--- src/rtl/ibex_efpga_responder.sv ---
// ---------------------------------------------------------------------------
// ibex_efpga_responder
//
// Bridges an Ibex custom-instruction request to an eFPGA fabric. The core
// holds req_valid_i until it samples ready_o high. Each accepted request is
// latched and launched to the fabric with a one-cycle fab_start_o strobe.
// The result is then collected in one of two ways:
//   - fixed mode (delay != 0): after exactly delay WAIT cycles
//   - handshake mode (delay == 0): on fab_done_i, or aborted with an error
//     after TIMEOUT_CYCLES WAIT cycles
// An illegal optype (2'b11) skips the fabric and completes with an error.
//
// Ports
//   clk, rst_n                 clock, synchronous active-low reset
//   req_valid_i                level request from the core
//   optype_i                   00 -> result A, 01 -> B, 10 -> C, 11 illegal
//   operand_a_i, operand_b_i   source operands
//   delay_i                    fabric latency in cycles, 0 = handshake mode
//   ready_o                    completion (or idle) to the core's EX stage
//   result_o                   selected fabric result, held until next capture
//   err_o                      illegal optype / timeout, valid in DONE only
//   fab_op_o, fab_operand_*_o  registered copy of the accepted request
//   fab_start_o                one-cycle launch strobe
//   fab_done_i                 fabric completion strobe (handshake mode)
//   fab_result_[abc]_i         fabric result buses
//   busy_o                     high in LAUNCH, WAIT and DONE
// ---------------------------------------------------------------------------
module ibex_efpga_responder #(
  parameter int unsigned TIMEOUT_CYCLES = 255
) (
  input  logic        clk,
  input  logic        rst_n,
  input  logic        req_valid_i,
  input  logic [1:0]  optype_i,
  input  logic [31:0] operand_a_i,
  input  logic [31:0] operand_b_i,
  input  logic [3:0]  delay_i,
  output logic        ready_o,
  output logic [31:0] result_o,
  output logic        err_o,
  output logic [1:0]  fab_op_o,
  output logic [31:0] fab_operand_a_o,
  output logic [31:0] fab_operand_b_o,
  output logic        fab_start_o,
  input  logic        fab_done_i,
  input  logic [31:0] fab_result_a_i,
  input  logic [31:0] fab_result_b_i,
  input  logic [31:0] fab_result_c_i,
  output logic        busy_o
);

  typedef enum logic [1:0] {
    S_IDLE   = 2'd0,
    S_LAUNCH = 2'd1,
    S_WAIT   = 2'd2,
    S_DONE   = 2'd3
  } state_e;

  // Counter value on the final handshake WAIT cycle before timing out.
  localparam logic [7:0] TO_LAST = 8'(TIMEOUT_CYCLES - 1);

  state_e      state_q, state_d;
  logic [7:0]  cnt_q, cnt_d;
  logic [3:0]  delay_q, delay_d;
  logic [1:0]  op_q, op_d;
  logic [31:0] opa_q, opa_d;
  logic [31:0] opb_q, opb_d;
  logic [31:0] result_q, result_d;
  logic        err_q, err_d;
  logic [31:0] sel_result;

  always_comb begin
    case (op_q)
      2'b00:   sel_result = fab_result_a_i;
      2'b01:   sel_result = fab_result_b_i;
      2'b10:   sel_result = fab_result_c_i;
      default: sel_result = 32'd0;
    endcase
  end

  always_ff @(posedge clk) begin
    if (!rst_n) begin
      state_q  <= S_IDLE;
      cnt_q    <= 8'd0;
      delay_q  <= 4'd0;
      op_q     <= 2'd0;
      opa_q    <= 32'd0;
      opb_q    <= 32'd0;
      result_q <= 32'd0;
      err_q    <= 1'b0;
    end else begin
      state_q  <= state_d;
      cnt_q    <= cnt_d;
      delay_q  <= delay_d;
      op_q     <= op_d;
      opa_q    <= opa_d;
      opb_q    <= opb_d;
      result_q <= result_d;
      err_q    <= err_d;
    end
  end

  always_comb begin
    state_d  = state_q;
    cnt_d    = cnt_q;
    delay_d  = delay_q;
    op_d     = op_q;
    opa_d    = opa_q;
    opb_d    = opb_q;
    result_d = result_q;
    err_d    = err_q;

    case (state_q)
      S_IDLE: begin
        if (req_valid_i) begin
          op_d    = optype_i;
          opa_d   = operand_a_i;
          opb_d   = operand_b_i;
          delay_d = delay_i;
          if (optype_i == 2'b11) begin
            // Illegal op never reaches the fabric.
            result_d = 32'd0;
            err_d    = 1'b1;
            state_d  = S_DONE;
          end else begin
            err_d   = 1'b0;
            state_d = S_LAUNCH;
          end
        end
      end

      S_LAUNCH: begin
        if (!req_valid_i) begin
          state_d = S_IDLE;
        end else begin
          // Fixed mode counts down from delay; handshake counts up to timeout.
          cnt_d   = (delay_q != 4'd0) ? {4'd0, delay_q} : 8'd0;
          state_d = S_WAIT;
        end
      end

      S_WAIT: begin
        if (!req_valid_i) begin
          // Flush: abandon without touching result_o.
          cnt_d   = 8'd0;
          state_d = S_IDLE;
        end else if (delay_q != 4'd0) begin
          if (cnt_q <= 8'd1) begin
            result_d = sel_result;
            err_d    = 1'b0;
            cnt_d    = 8'd0;
            state_d  = S_DONE;
          end else begin
            cnt_d = cnt_q - 8'd1;
          end
        end else begin
          // fab_done_i wins over a timeout in the same cycle.
          if (fab_done_i) begin
            result_d = sel_result;
            err_d    = 1'b0;
            cnt_d    = 8'd0;
            state_d  = S_DONE;
          end else if (cnt_q >= TO_LAST) begin
            result_d = 32'd0;
            err_d    = 1'b1;
            cnt_d    = 8'd0;
            state_d  = S_DONE;
          end else begin
            cnt_d = cnt_q + 8'd1;
          end
        end
      end

      S_DONE: begin
        err_d   = 1'b0;
        cnt_d   = 8'd0;
        state_d = S_IDLE;
      end

      default: begin
        state_d = S_IDLE;
      end
    endcase
  end

  assign ready_o         = ((state_q == S_IDLE) && !req_valid_i) || (state_q == S_DONE);
  assign busy_o          = (state_q != S_IDLE);
  assign fab_start_o     = (state_q == S_LAUNCH);
  assign result_o        = result_q;
  assign err_o           = err_q;
  assign fab_op_o        = op_q;
  assign fab_operand_a_o = opa_q;
  assign fab_operand_b_o = opb_q;

endmodule

--- config.mk ---
export PLATFORM = sky130hd
export DESIGN_NAME = ibex_efpga_responder
export DESIGN_NICKNAME = d
export VERILOG_FILES = /design/src/rtl/ibex_efpga_responder.sv
export SDC_FILE = /design/constraint.sdc
export NUM_CORES = 1
export LEC_CHECK = 0
export ABC_AREA = 1
export ABC_CLOCK_PERIOD_IN_PS = 2300
export BUFFER_PORTS_ARGS = -buffer_cell sky130_fd_sc_hd__buf_2
export CORE_MARGIN = 2
export CORE_UTILIZATION = 46
export CTS_CLUSTER_DIAMETER = 100
export DETAILED_ROUTE_END_ITERATION = 10
export HOLD_SLACK_MARGIN = 0.08
export PLACE_DENSITY = 0.8
export SLEW_MARGIN = 0
export SYNTH_ARGS = -nofsm -noshare
export SYNTH_HDL_FRONTEND = slang
export SYNTH_SLANG_ARGS = --single-unit
--- constraint.sdc ---
create_clock -name clk -period 2.3 [get_ports clk]
set_input_delay 0.46 -clock clk [delete_from_list [all_inputs] [get_ports clk]]
set_output_delay 0.46 -clock clk [all_outputs]
set_load 0.02 [all_outputs]
### Word level (Yosys, flattened, before mapping)

Cells that the tools add are included.

* memory bits (writable): 0
* word-level logic and storage cells: 75
* memories: 0
* output and inout bits: 102
* memory bits (read-only): 0
* latch bits: 0
* input bits: 170
* register bits after elaboration: 113

* div/mod/pow operators: 0
* add/subtract/negate cells: 2
* shifts and indexed selects: 0
* reductions and logical operators: 15
* magnitude comparators: 2
* eq/ne operators: 14
* bitwise logic cells: 0
* mux-type cells: 34
* $mul: 0

Operators with widths (number)
* two-way mux 32 bit: 7
* one-hot mux 32 bit (3 select lines): 1
* one-hot mux 32 bit (2 select lines): 1
* two-way mux 8 bit: 6
* one-hot mux 8 bit (3 select lines): 1
* two-way mux 2 bit: 8
* adder 8 x 1 -> 8 bit, second input constant: 1
* equality test 2 bit, second input constant: 4
* greater-or-equal comparator 8 bit, second input constant: 1
* <= comparator 8 x 1 -> 1 bit, second input constant: 1
* inequality test 2 bit, second input constant: 4
* inequality test 4 bit, second input constant: 2
* one-hot mux 2 bit (4 select lines): 1
* subtractor 8 x 1 -> 8 bit, second input constant: 1
* two-way mux 1 bit: 7
* AND reduction 6 bit: 1
* nonzero test 3 bit: 2
* inequality test 5 bit, second input constant: 1
* AND reduction 5 bit: 1
* equality test 2 x 1 -> 1 bit, second input constant: 2
* zero test 2 bit: 2
* two-way mux 4 bit: 1
* AND reduction 2 bit: 2
* nonzero test 2 bit: 2
* 7 further kinds: 7

### Longest topological paths before layout

Gate-level depths: netlist of run 1.

* depth in word-level cells: 6
* gate-level depth with buffers: 12
* mapped depth without buffers: 12

### Least setup slack after synthesis of run 1

No wires, ideal clock.

* path type: flip-flop to output port
* from: register state_q[0]
* to: output ready_o
* required time: 1.840 ns
* arrival: 1.197 ns
* setup slack: 0.643 ns
* stages on the path, launching flop included: 6
* buffers on the path: 0
* cell sequence: dfxtp_1 > inv_1 > ha_1 > inv_2 > nor2_1 > or2_2

* cells in the longest elaborated chain, start to end: 3
* elaborated cells on any way between the ends: 4
* classes of those cells: eq/ne (1); reduce/logical (3)

Ends and longest elaborated chain
* start: declaration: line 62 `state_e state_q, state_d;`
* start signal: assignment: line 92 `state_q <= state_d;`
* zero test 2 bit: line 186 `assign ready_o = ((state_q == S_IDLE) && !req_valid_i) || (state_q == S_DONE);`
* logical AND 1 bit: line 186
* logical OR 1 bit (*): line 186
* end: declaration: line 38 `output logic ready_o,`

Mark *: on every way between the ends. The rest lies on a longest branch, timed or not.

### Final worst setup path of run 1

Ends and elaborated chain as after synthesis.

==> insert_results.sql, run 1 <==
INSERT INTO impl_metrics (metric_group, metric, value, unit) VALUES
('floorplan', 'die_w', '113', 'um'),
('sta', 'timing.final.crit_period', '2.19', 'ns'),
('yosys', 'synth.cell_area', '5500', 'um2'),
('yosys', 'syn_nets', '1030', ''),
('yosys', 'ys_seq_elements', '113', ''),
('worst_setup_path', 'crit_fanout', '6', ''),
('clock_tree', 'clk_root_buffer_cell', 'sky130_fd_sc_hd__clkbuf_16', ''),
('yosys', 'synth_top_area_share', '41.1', '%'),
('floorplan', 'floorplan.initialDensity', '47.6', '%'),
('sta', 'finalCritPeriodShare', '95.1', '%'),
('sta', 'report.final.setup_viol', '0', ''),
('route', 'routed_wire_length_per_instance', '13.0', 'um'),
('yosys', 'largest_area_contributor_in_the_netlist', 'sky130_fd_sc_hd__dfxtp_1', ''),
('sta', 'totalNegativeSetupSlack', '0', 'ns'),
('route', 'drt-total-wl', '16.3', 'mm'),
('yosys', 'synth_area_per_cell', '6.46', 'um2'),
('power', 'leakage', '3.86', 'nW'),
('grt', 'grt_antenna_before_repair', '1', ''),
('placed_design', 'pre_cts_slack', '0.302', 'ns'),
('yosys', 'yosysUniqueCellTypes', '28', ''),
('clock_tree', 'tritoncts.num_buffers', '17', ''),
('yosys', 'synth.yosys.seq_area_share', '41.1', '%'),
('floorplan', 'die_h', '113', 'um'),
('route', 'route.detailed.vias_per_inst', '4.91', ''),
('floorplan', 'design.die.area', '12800', 'um2'),
('sta', 'max_freq', '0.457', 'GHz'),
('sta', 'worst_margin_slew', '0.519', 'ns'),
('hold_path', 'worst_hold_path_type', 'in -> reg', ''),
('yosys', 'synth_cells', '851', ''),
('sta', 'rsz0062_at_grt', 'false', ''),
('route', 'drtIter0Drc', '353', ''),
('finish', 'areaGrowthSynthToFinish', '36.0', '%'),
('clock_tree', 'clockBufferDepth', '2', ''),
('route', 'routed-via-count', '6155', ''),
('placed_design', 'routabilityCongestion', '0.902', ''),
('worst_setup_path', 'cp-start-kind', 'flip-flop', ''),
('grt', 'globalRouteOverflowTotal', '0', ''),
('sta', 'finalMaxSlewViolations', '0', ''),
('route', 'drt.antenna.violating_nets', '0', ''),
('clock_tree', 'post-cts-setup-buffers', '0', ''),
('grt', 'wire_length_of_the_first_global_routing_pass', '25.7', 'mm'),
('sta', 'relSlewSlack', '65.4', '%'),
('clock_tree', 'clock_tree_from_tritoncts', 'built', ''),
('status', 'run_status', 'complete, no violations', ''),
('floorplan', 'core_area', '11600', 'um2'),
('placed_design', 'hpwlAfterDp', '11.5', 'mm'),
('finish', 'nNetsFinal', '1277', ''),
('worst_setup_path', 'worstPathCellList', 'inv_1, ha_1, inv_2, nor2_1, or2_2, buf_2', ''),
('route', 'post-route-drc-count', '0', ''),
('finish', 'layout-drive-gt1-share', '29.8', '%'),
('placed_design', 'numPortBuffers', '271', ''),
('floorplan', 'pin_count', '272', ''),
('worst_setup_path', 'cp_slowest_cell', 'sky130_fd_sc_hd__dfxtp_2', ''),
('worst_setup_path', 'cp.buffers_inverters', '3', ''),
('sta', 'finalWorstSetupSlack', '0.114', 'ns'),
('route', 'drt_pre_antenna_iters', '5', ''),
('clock_tree', 'clock_input_transition_at_the_sequential_cells_of_the_worst_setup_and_hold_paths', '0.05', 'ns'),
('grt', 'grt_pass1_vias', '5785', ''),
('power', 'post-layout-total-power', '11.0', 'mW'),
('sta', 'timing_hold_violations_final', '0', ''),
('power', 'powerDensity', '1480', 'nW/um2'),
('worst_setup_path', 'criticalPathCategory', 'reg -> out', ''),
('worst_setup_path', 'critPathTopFamily', 'simple AND/OR/NAND/NOR gates', ''),
('worst_setup_path', 'worst_setup_path_end_kind', 'primary output', ''),
('yosys', 'yosys_warnings', '0', ''),
('worst_setup_path', 'crit_required', '1.84', 'ns'),
('sta', 'final.setup_skew', '0.0105', 'ns'),
('yosys', 'synth_top_area_cells', 'sky130_fd_sc_hd__dfxtp_1, sky130_fd_sc_hd__nor2_1, sky130_fd_sc_hd__nand2_1', ''),
('clock_tree', 'clock_sinks', '113', ''),
('clock_tree', 'htree_num_levels', '4', ''),
('clock_tree', 'clk-insertion-delay-late', '0.40', 'ns'),
('job', 'maxCapViolations', '0', ''),
('floorplan', 'fp-row-count', '39', ''),
('grt', 'global_route.usage.total', '24.6', '%'),
('worst_setup_path', 'critical_path_arrival', '1.73', 'ns'),
('worst_setup_path', 'crit_path_max_incr_delay', '0.35', 'ns'),
('grt', 'largest_net_degree_at_the_start_of_global_routing', '111', ''),
('power', 'peakVddDrop', '662', 'uV');
layout make-up:
| cell class | count | area [um2] |
|---|---|---|
| Fill cell | 1078 | 4090 |
| Multi-Input combinational cell | 657 | 2870 |
| Sequential cell | 113 | 2260 |
| Timing Repair Buffer | 278 | 1450 |
| Clock buffer | 22 | 464 |
| Tap cell | 143 | 179 |
| Clock inverter | 9 | 133 |
| Inverter | 31 | 116 |
| Antenna cell | 1 | 2.50 |
cell families after synthesis:
logic type | synth area share (%)
AND/OR/NAND/NOR | 39.9
flip-flops | 41.1
AO/OA/AOI/OAI | 9.60
buffers and inverters | 6.82
adder cells (fa/ha/maj) | 2.05
XOR/XNOR | 0.478
cell usage in the layout, fill, tap and decap left out, drive strengths merged, types with 3 or more instances in the layout:
master and instances:
a21oi 22, buf 278, bufinv 3, clkbuf 22, clkinv 5, dfxtp 113, ha 9, inv 30
nand2 225, nand3 76, nor2 235, o21ai 81
repair_timing:
action,4_1_cts,5_1_grt
resized for setup,0,2
hold buffers,0,0
endpoints found under the setup margin,0,1
synth_stat cells, drive strengths merged:
cell type	instances
clkbuf	26
nor2	235
o21ai	81
a21oi	22
buf	24
nand2	225
or2	2
clkinv	1
nand3	76
ha	9
xnor2	2
nand4	2
nor3	1
inv	30
a31o	1
dfxtp	113
xor2	1
worst paths after layout:
kind	start	cells past startpoint	endpoint	slack, ns
worst max-delay path	state_q[0]$_SDFFE_PN0P_	6	ready_o	0.11
worst min-delay path	operand_a_i[8]	3	fab_operand_a_o[8]$_SDFFE_PN0P_	0.31
worst min register to register	fab_operand_b_o[22]$_SDFFE_PN0P_	2	fab_operand_b_o[22]$_SDFFE_PN0P_	0.48
worst max register to register	state_q[0]$_SDFFE_PN0P_	9	result_o[31]$_SDFFE_PN0P_	0.30
per-layer routing:
layer / part of all wire (%) / global-route usage (%)
met1: 40 / 26.8
met3: 9.6 / 9.86
met5: 0 / 0
met2: 49 / 43.8
met4: 1.5 / 7.89
sequential cells by signal (all words and copies together) (netlist names):
register	count
state_q	2
cnt_q	8
fab_op_o	2
err_o	1
fab_operand_a_o	32
fab_operand_b_o	32
delay_q	4
result_o	32
worst min-delay path: stages:
cell and delay, ns:
sky130_fd_sc_hd__buf_2 0.07, sky130_fd_sc_hd__o21ai_0 0.07, sky130_fd_sc_hd__nor2_1 0.07
metrics by stage:
stage	hold WS (ns)	util [%]	instances	instance area, um2
2_1_floorplan	0.479	-	851	5500
3_3_place_gp	0.455	59.5	1222	6880
3_5_place_dp	0.467	59.5	1222	6880
4_1_cts	0.295	64.6	1253	7470
5_1_grt	0.303	64.7	1254	7480
6_report	0.306	64.7	1254	7480
where the power goes:
part | leakage [nW] | internal, mW | total, mW | switching [mW]
sequential | 0.933 | 2.66 | 3.07 | 0.413
clock | 0.286 | 1.75 | 2.63 | 0.877
combinational | 2.64 | 1.76 | 5.34 | 3.58
No activity file was read; power rests on OpenSTA's default activity.
==> run 2: changes to the inputs <==
--- a/config.mk
+++ b/config.mk
@@ -5,7 +5,6 @@
 export SDC_FILE = /design/constraint.sdc
 export NUM_CORES = 1
 export LEC_CHECK = 0
-export ABC_AREA = 1
 export ABC_CLOCK_PERIOD_IN_PS = 2300
 export BUFFER_PORTS_ARGS = -buffer_cell sky130_fd_sc_hd__buf_2
 export CORE_MARGIN = 2
@@ -13,7 +12,7 @@
 export CTS_CLUSTER_DIAMETER = 100
 export DETAILED_ROUTE_END_ITERATION = 10
 export HOLD_SLACK_MARGIN = 0.08
-export PLACE_DENSITY = 0.8
+export PLACE_DENSITY = 0.81
 export SLEW_MARGIN = 0
 export SYNTH_ARGS = -nofsm -noshare
 export SYNTH_HDL_FRONTEND = slang
==> insert_results.sql, run 2 <==
INSERT INTO impl_metrics (metric_group, metric, value, unit) VALUES
('status', 'run_status', 'complete, no violations', ''),
('yosys', 'post-synth-top-count-cell', 'sky130_fd_sc_hd__nand2_1', ''),
('placed_design', 'hpwlAfterDp', '11.6', 'mm'),
('sta', 'rsz0062_at_grt', 'false', ''),
('worst_setup_path', 'timing.reg2reg.setup_slack', '0.21', 'ns'),
('worst_setup_path', 'cp-start-kind', 'flip-flop', ''),
('worst_setup_path', 'worst_setup_path_end_kind', 'flip-flop', ''),
('worst_setup_path', 'crit_required', '2.56', 'ns'),
('sta', 'relSlewSlack', '18.1', '%'),
('yosys', 'synth_enable_flop_cells', '0', ''),
('hold_path', 'worst_hold_path_type', 'in -> reg', ''),
('sta', 'finalMaxSlewViolations', '0', ''),
('route', 'routed_wire_length_per_instance', '14.7', 'um'),
('route', 'route.detailed.vias_per_inst', '5.22', ''),
('clock_tree', 'postCtsHoldBufs', '0', ''),
('worst_setup_path', 'cp-startpoint', 'cnt_q[1]$_SDFFE_PN0P_', ''),
('route', 'drtIter0Drc', '290', ''),
('floorplan', 'die_h', '112', 'um'),
('route', 'routed-via-count', '5699', ''),
('yosys', 'synth.top_cells.by_count', 'sky130_fd_sc_hd__nand2_1, sky130_fd_sc_hd__dfxtp_1, sky130_fd_sc_hd__a21oi_1, sky130_fd_sc_hd__clkbuf_1, sky130_fd_sc_hd__o21ai_0', ''),
('yosys', 'syn_nets', '864', ''),
('finish', 'areaGrowthSynthToFinish', '38.5', '%'),
('clock_tree', 'clk_root_buffer_cell', 'sky130_fd_sc_hd__clkbuf_16', ''),
('clock_tree', 'tritoncts.num_buffers', '17', ''),
('grt', 'global_route.usage.total', '25.1', '%'),
('grt', 'globalRouteOverflowTotal', '0', ''),
('finish', 'antennaDiodeCount', '0', ''),
('worst_setup_path', 'worstPathCellList', 'ha_1, o21a_1, a311oi_4, a211oi_4, and2_4, o21ai_0', ''),
('worst_setup_path', 'worst-r2r-cell-count', '6', ''),
('sta', 'worst_margin_slew', '1.22', 'ns'),
('floorplan', 'design.die.area', '12500', 'um2'),
('floorplan', 'core_area', '11400', 'um2'),
('sta', 'final.setup_skew', '0.00663', 'ns'),
('worst_setup_path', 'r2r_end', 'result_o[1]$_SDFFE_PN0P_', ''),
('route', 'drt-total-wl', '16.0', 'mm'),
('sta', 'timing_hold_violations_final', '0', ''),
('clock_tree', 'clock_tree_from_tritoncts', 'built', ''),
('finish', 'mostFrequentLayoutCell', 'sky130_fd_sc_hd__buf_2', ''),
('yosys', 'largest_area_contributor_in_the_netlist', 'sky130_fd_sc_hd__dfxtp_1', ''),
('worst_setup_path', 'cp.buffers_inverters', '0', ''),
('route', 'post-route-drc-count', '0', ''),
('yosys', 'postSynth.topFlopCell', 'sky130_fd_sc_hd__dfxtp_1', ''),
('floorplan', 'floorplan.initialDensity', '46.9', '%'),
('finish', 'design_area', '7390', 'um2'),
('route', 'drt_pre_antenna_iters', '4', ''),
('yosys', 'synth_top_area_cells', 'sky130_fd_sc_hd__dfxtp_1, sky130_fd_sc_hd__nand2_1, sky130_fd_sc_hd__a21oi_1', ''),
('grt', 'wire_length_of_the_first_global_routing_pass', '25.6', 'mm'),
('route', 'drt.antenna.violating_nets', '0', ''),
('clock_tree', 'clock_sinks', '113', ''),
('worst_setup_path', 'cp_slowest_cell', 'sky130_fd_sc_hd__dfxtp_1', ''),
('yosys', 'synth_cells', '685', ''),
('placed_design', 'routabilityCongestion', '0.905', ''),
('sta', 'timing.final.crit_period', '2.09', 'ns'),
('worst_setup_path', 'criticalPathCategory', 'reg -> reg', ''),
('floorplan', 'pin_count', '272', ''),
('power', 'leakage', '3.37', 'nW'),
('clock_tree', 'clockBufferDepth', '2', ''),
('sta', 'max_freq', '0.479', 'GHz'),
('power', 'peakVddDrop', '598', 'uV'),
('placed_design', 'placed_cell_area', '6820', 'um2'),
('finish', 'fill_cells', '990', ''),
('finish', 'nNetsFinal', '1115', ''),
('worst_setup_path', 'timing.rr.start', 'cnt_q[1]$_SDFFE_PN0P_', ''),
('grt', 'grt_antenna_before_repair', '0', ''),
('grt', 'grt_pass1_vias', '5360', ''),
('worst_setup_path', 'crit_path_max_incr_delay', '0.52', 'ns'),
('job', 'maxCapViolations', '0', ''),
('finish', 'layout-drive-gt1-share', '37.0', '%'),
('clock_tree', 'post_cts_resize_count', '0', ''),
('sta', 'totalNegativeSetupSlack', '0', 'ns'),
('yosys', 'synth_top_area_share', '42.4', '%'),
('yosys', 'synth.cell_area', '5340', 'um2'),
('sta', 'report.final.setup_viol', '0', ''),
('grt', 'largest_net_degree_at_the_start_of_global_routing', '71', ''),
('placed_design', 'numPortBuffers', '271', ''),
('floorplan', 'fp-row-count', '39', ''),
('sta', 'finalCritPeriodShare', '90.8', '%'),
('clock_tree', 'clock_input_transition_at_the_sequential_cells_of_the_worst_setup_and_hold_paths', '0.06', 'ns'),
('power', 'powerDensity', '829', 'nW/um2'),
('clock_tree', 'post-cts-setup-buffers', '0', ''),
('worst_setup_path', 'worstSetupEndpoint', 'result_o[1]$_SDFFE_PN0P_', ''),
('floorplan', 'die_w', '112', 'um'),
('yosys', 'yosys_warnings', '0', ''),
('clock_tree', 'clk-insertion-delay-late', '0.40', 'ns'),
('hold_path', 'hold_path_depth', '3', ''),
('worst_setup_path', 'critical_path_arrival', '2.35', 'ns'),
('yosys', 'ys_seq_elements', '113', ''),
('yosys', 'synth.yosys.seq_area_share', '42.4', '%'),
('clock_tree', 'htree_num_levels', '4', ''),
('finish', 'final_cell_mix', 'sky130_fd_sc_hd__buf_2, sky130_fd_sc_hd__nand2_1, sky130_fd_sc_hd__dfxtp_1', ''),
('worst_setup_path', 'critical_path_cell_count', '6', ''),
('yosys', 'synth_area_per_cell', '7.79', 'um2'),
('worst_setup_path', 'crit_fanout', '32', ''),
('yosys', 'asyncSetResetFlopFracSynth', '0', '%'),
('worst_setup_path', 'critPathTopFamily', 'compound AO/OA/AOI/OAI gates', ''),
('yosys', 'yosysUniqueCellTypes', '52', '');
-- run 2: area by class of cell --
type / instances / area, um2 / area share (%)
clock inverters: 13 / 139 / 1.88
inverters: 9 / 33.8 / 0.457
multi-input cells: 507 / 2820 / 38.2
well taps: 143 / 179 / 2.42
repair buffers: 288 / 1520 / 20.6
clock buffers: 18 / 429 / 5.81
flip-flops and latches: 113 / 2260 / 30.6
-- run 2: logic make-up (layout without fill, tap and decap cells) --
logic type / after synthesis / count (layout) / share of synthesized area, %
mux: 34 / 34 / 6.40
fa+ha+maj: 9 / 9 / 2.11
compound gates: 182 / 182 / 20.9
buf+inv: 65 / 328 / 5.06
simple gates: 275 / 275 / 22.0
flops: 113 / 113 / 42.4
xor+xnor: 7 / 7 / 1.15
-- run 2: layer usage --
layer	up-vias	GRT usage, %	wire [um]
li1	2873	-	-
met4	0	9.30	354
met2	243	43.2	7980
met3	25	9.31	1450
met5	-	0	0
met1	2558	28.5	6260
-- run 2: worst min-delay path, delay by kind of cell --
family | cells | cell delay, ns
AOI/OAI and AO/OA | 1 | 0.05
buffers and inverters | 1 | 0.09
and+or+nand+nor | 1 | 0.04
-- run 2: how the worst min path moves through the flow --
stage / from / slack [ns] / to
after floorplan: state_q[1]$_SDFFE_PN0P_ / 0.47 / state_q[1]$_SDFFE_PN0P_
after global placement: result_o[12]$_SDFFE_PN0P_ / 0.43 / result_o[12]$_SDFFE_PN0P_
after detailed placement: fab_operand_a_o[0]$_SDFFE_PN0P_ / 0.44 / fab_operand_a_o[0]$_SDFFE_PN0P_
after CTS: operand_a_i[31] / 0.28 / fab_operand_a_o[31]$_SDFFE_PN0P_
after global routing: operand_a_i[22] / 0.28 / fab_operand_a_o[22]$_SDFFE_PN0P_
final: operand_a_i[0] / 0.29 / fab_operand_a_o[0]$_SDFFE_PN0P_
-- run 2: where the power goes --
group / internal [mW] / switching, mW / total (mW)
clock: 1.59 / 0.913 / 2.50
sequential: 2.10 / 0.0929 / 2.19
combinational: 0.542 / 0.891 / 1.43
-- run 2: metrics by stage --
stage / total power [mW] / hold WS (ns) / utilization [%] / setup WS (ns) / instances
2_1_floorplan: 3.15 / 0.471 / - / 0.136 / 685
3_3_place_gp: 3.64 / 0.434 / 60.0 / 0.283 / 1060
3_5_place_dp: 3.66 / 0.443 / 60.0 / 0.215 / 1060
4_1_cts: 6.18 / 0.277 / 65.0 / 0.213 / 1091
5_1_grt: 6.43 / 0.276 / 65.0 / 0.0667 / 1091
6_report: 6.13 / 0.294 / 65.0 / 0.212 / 1091
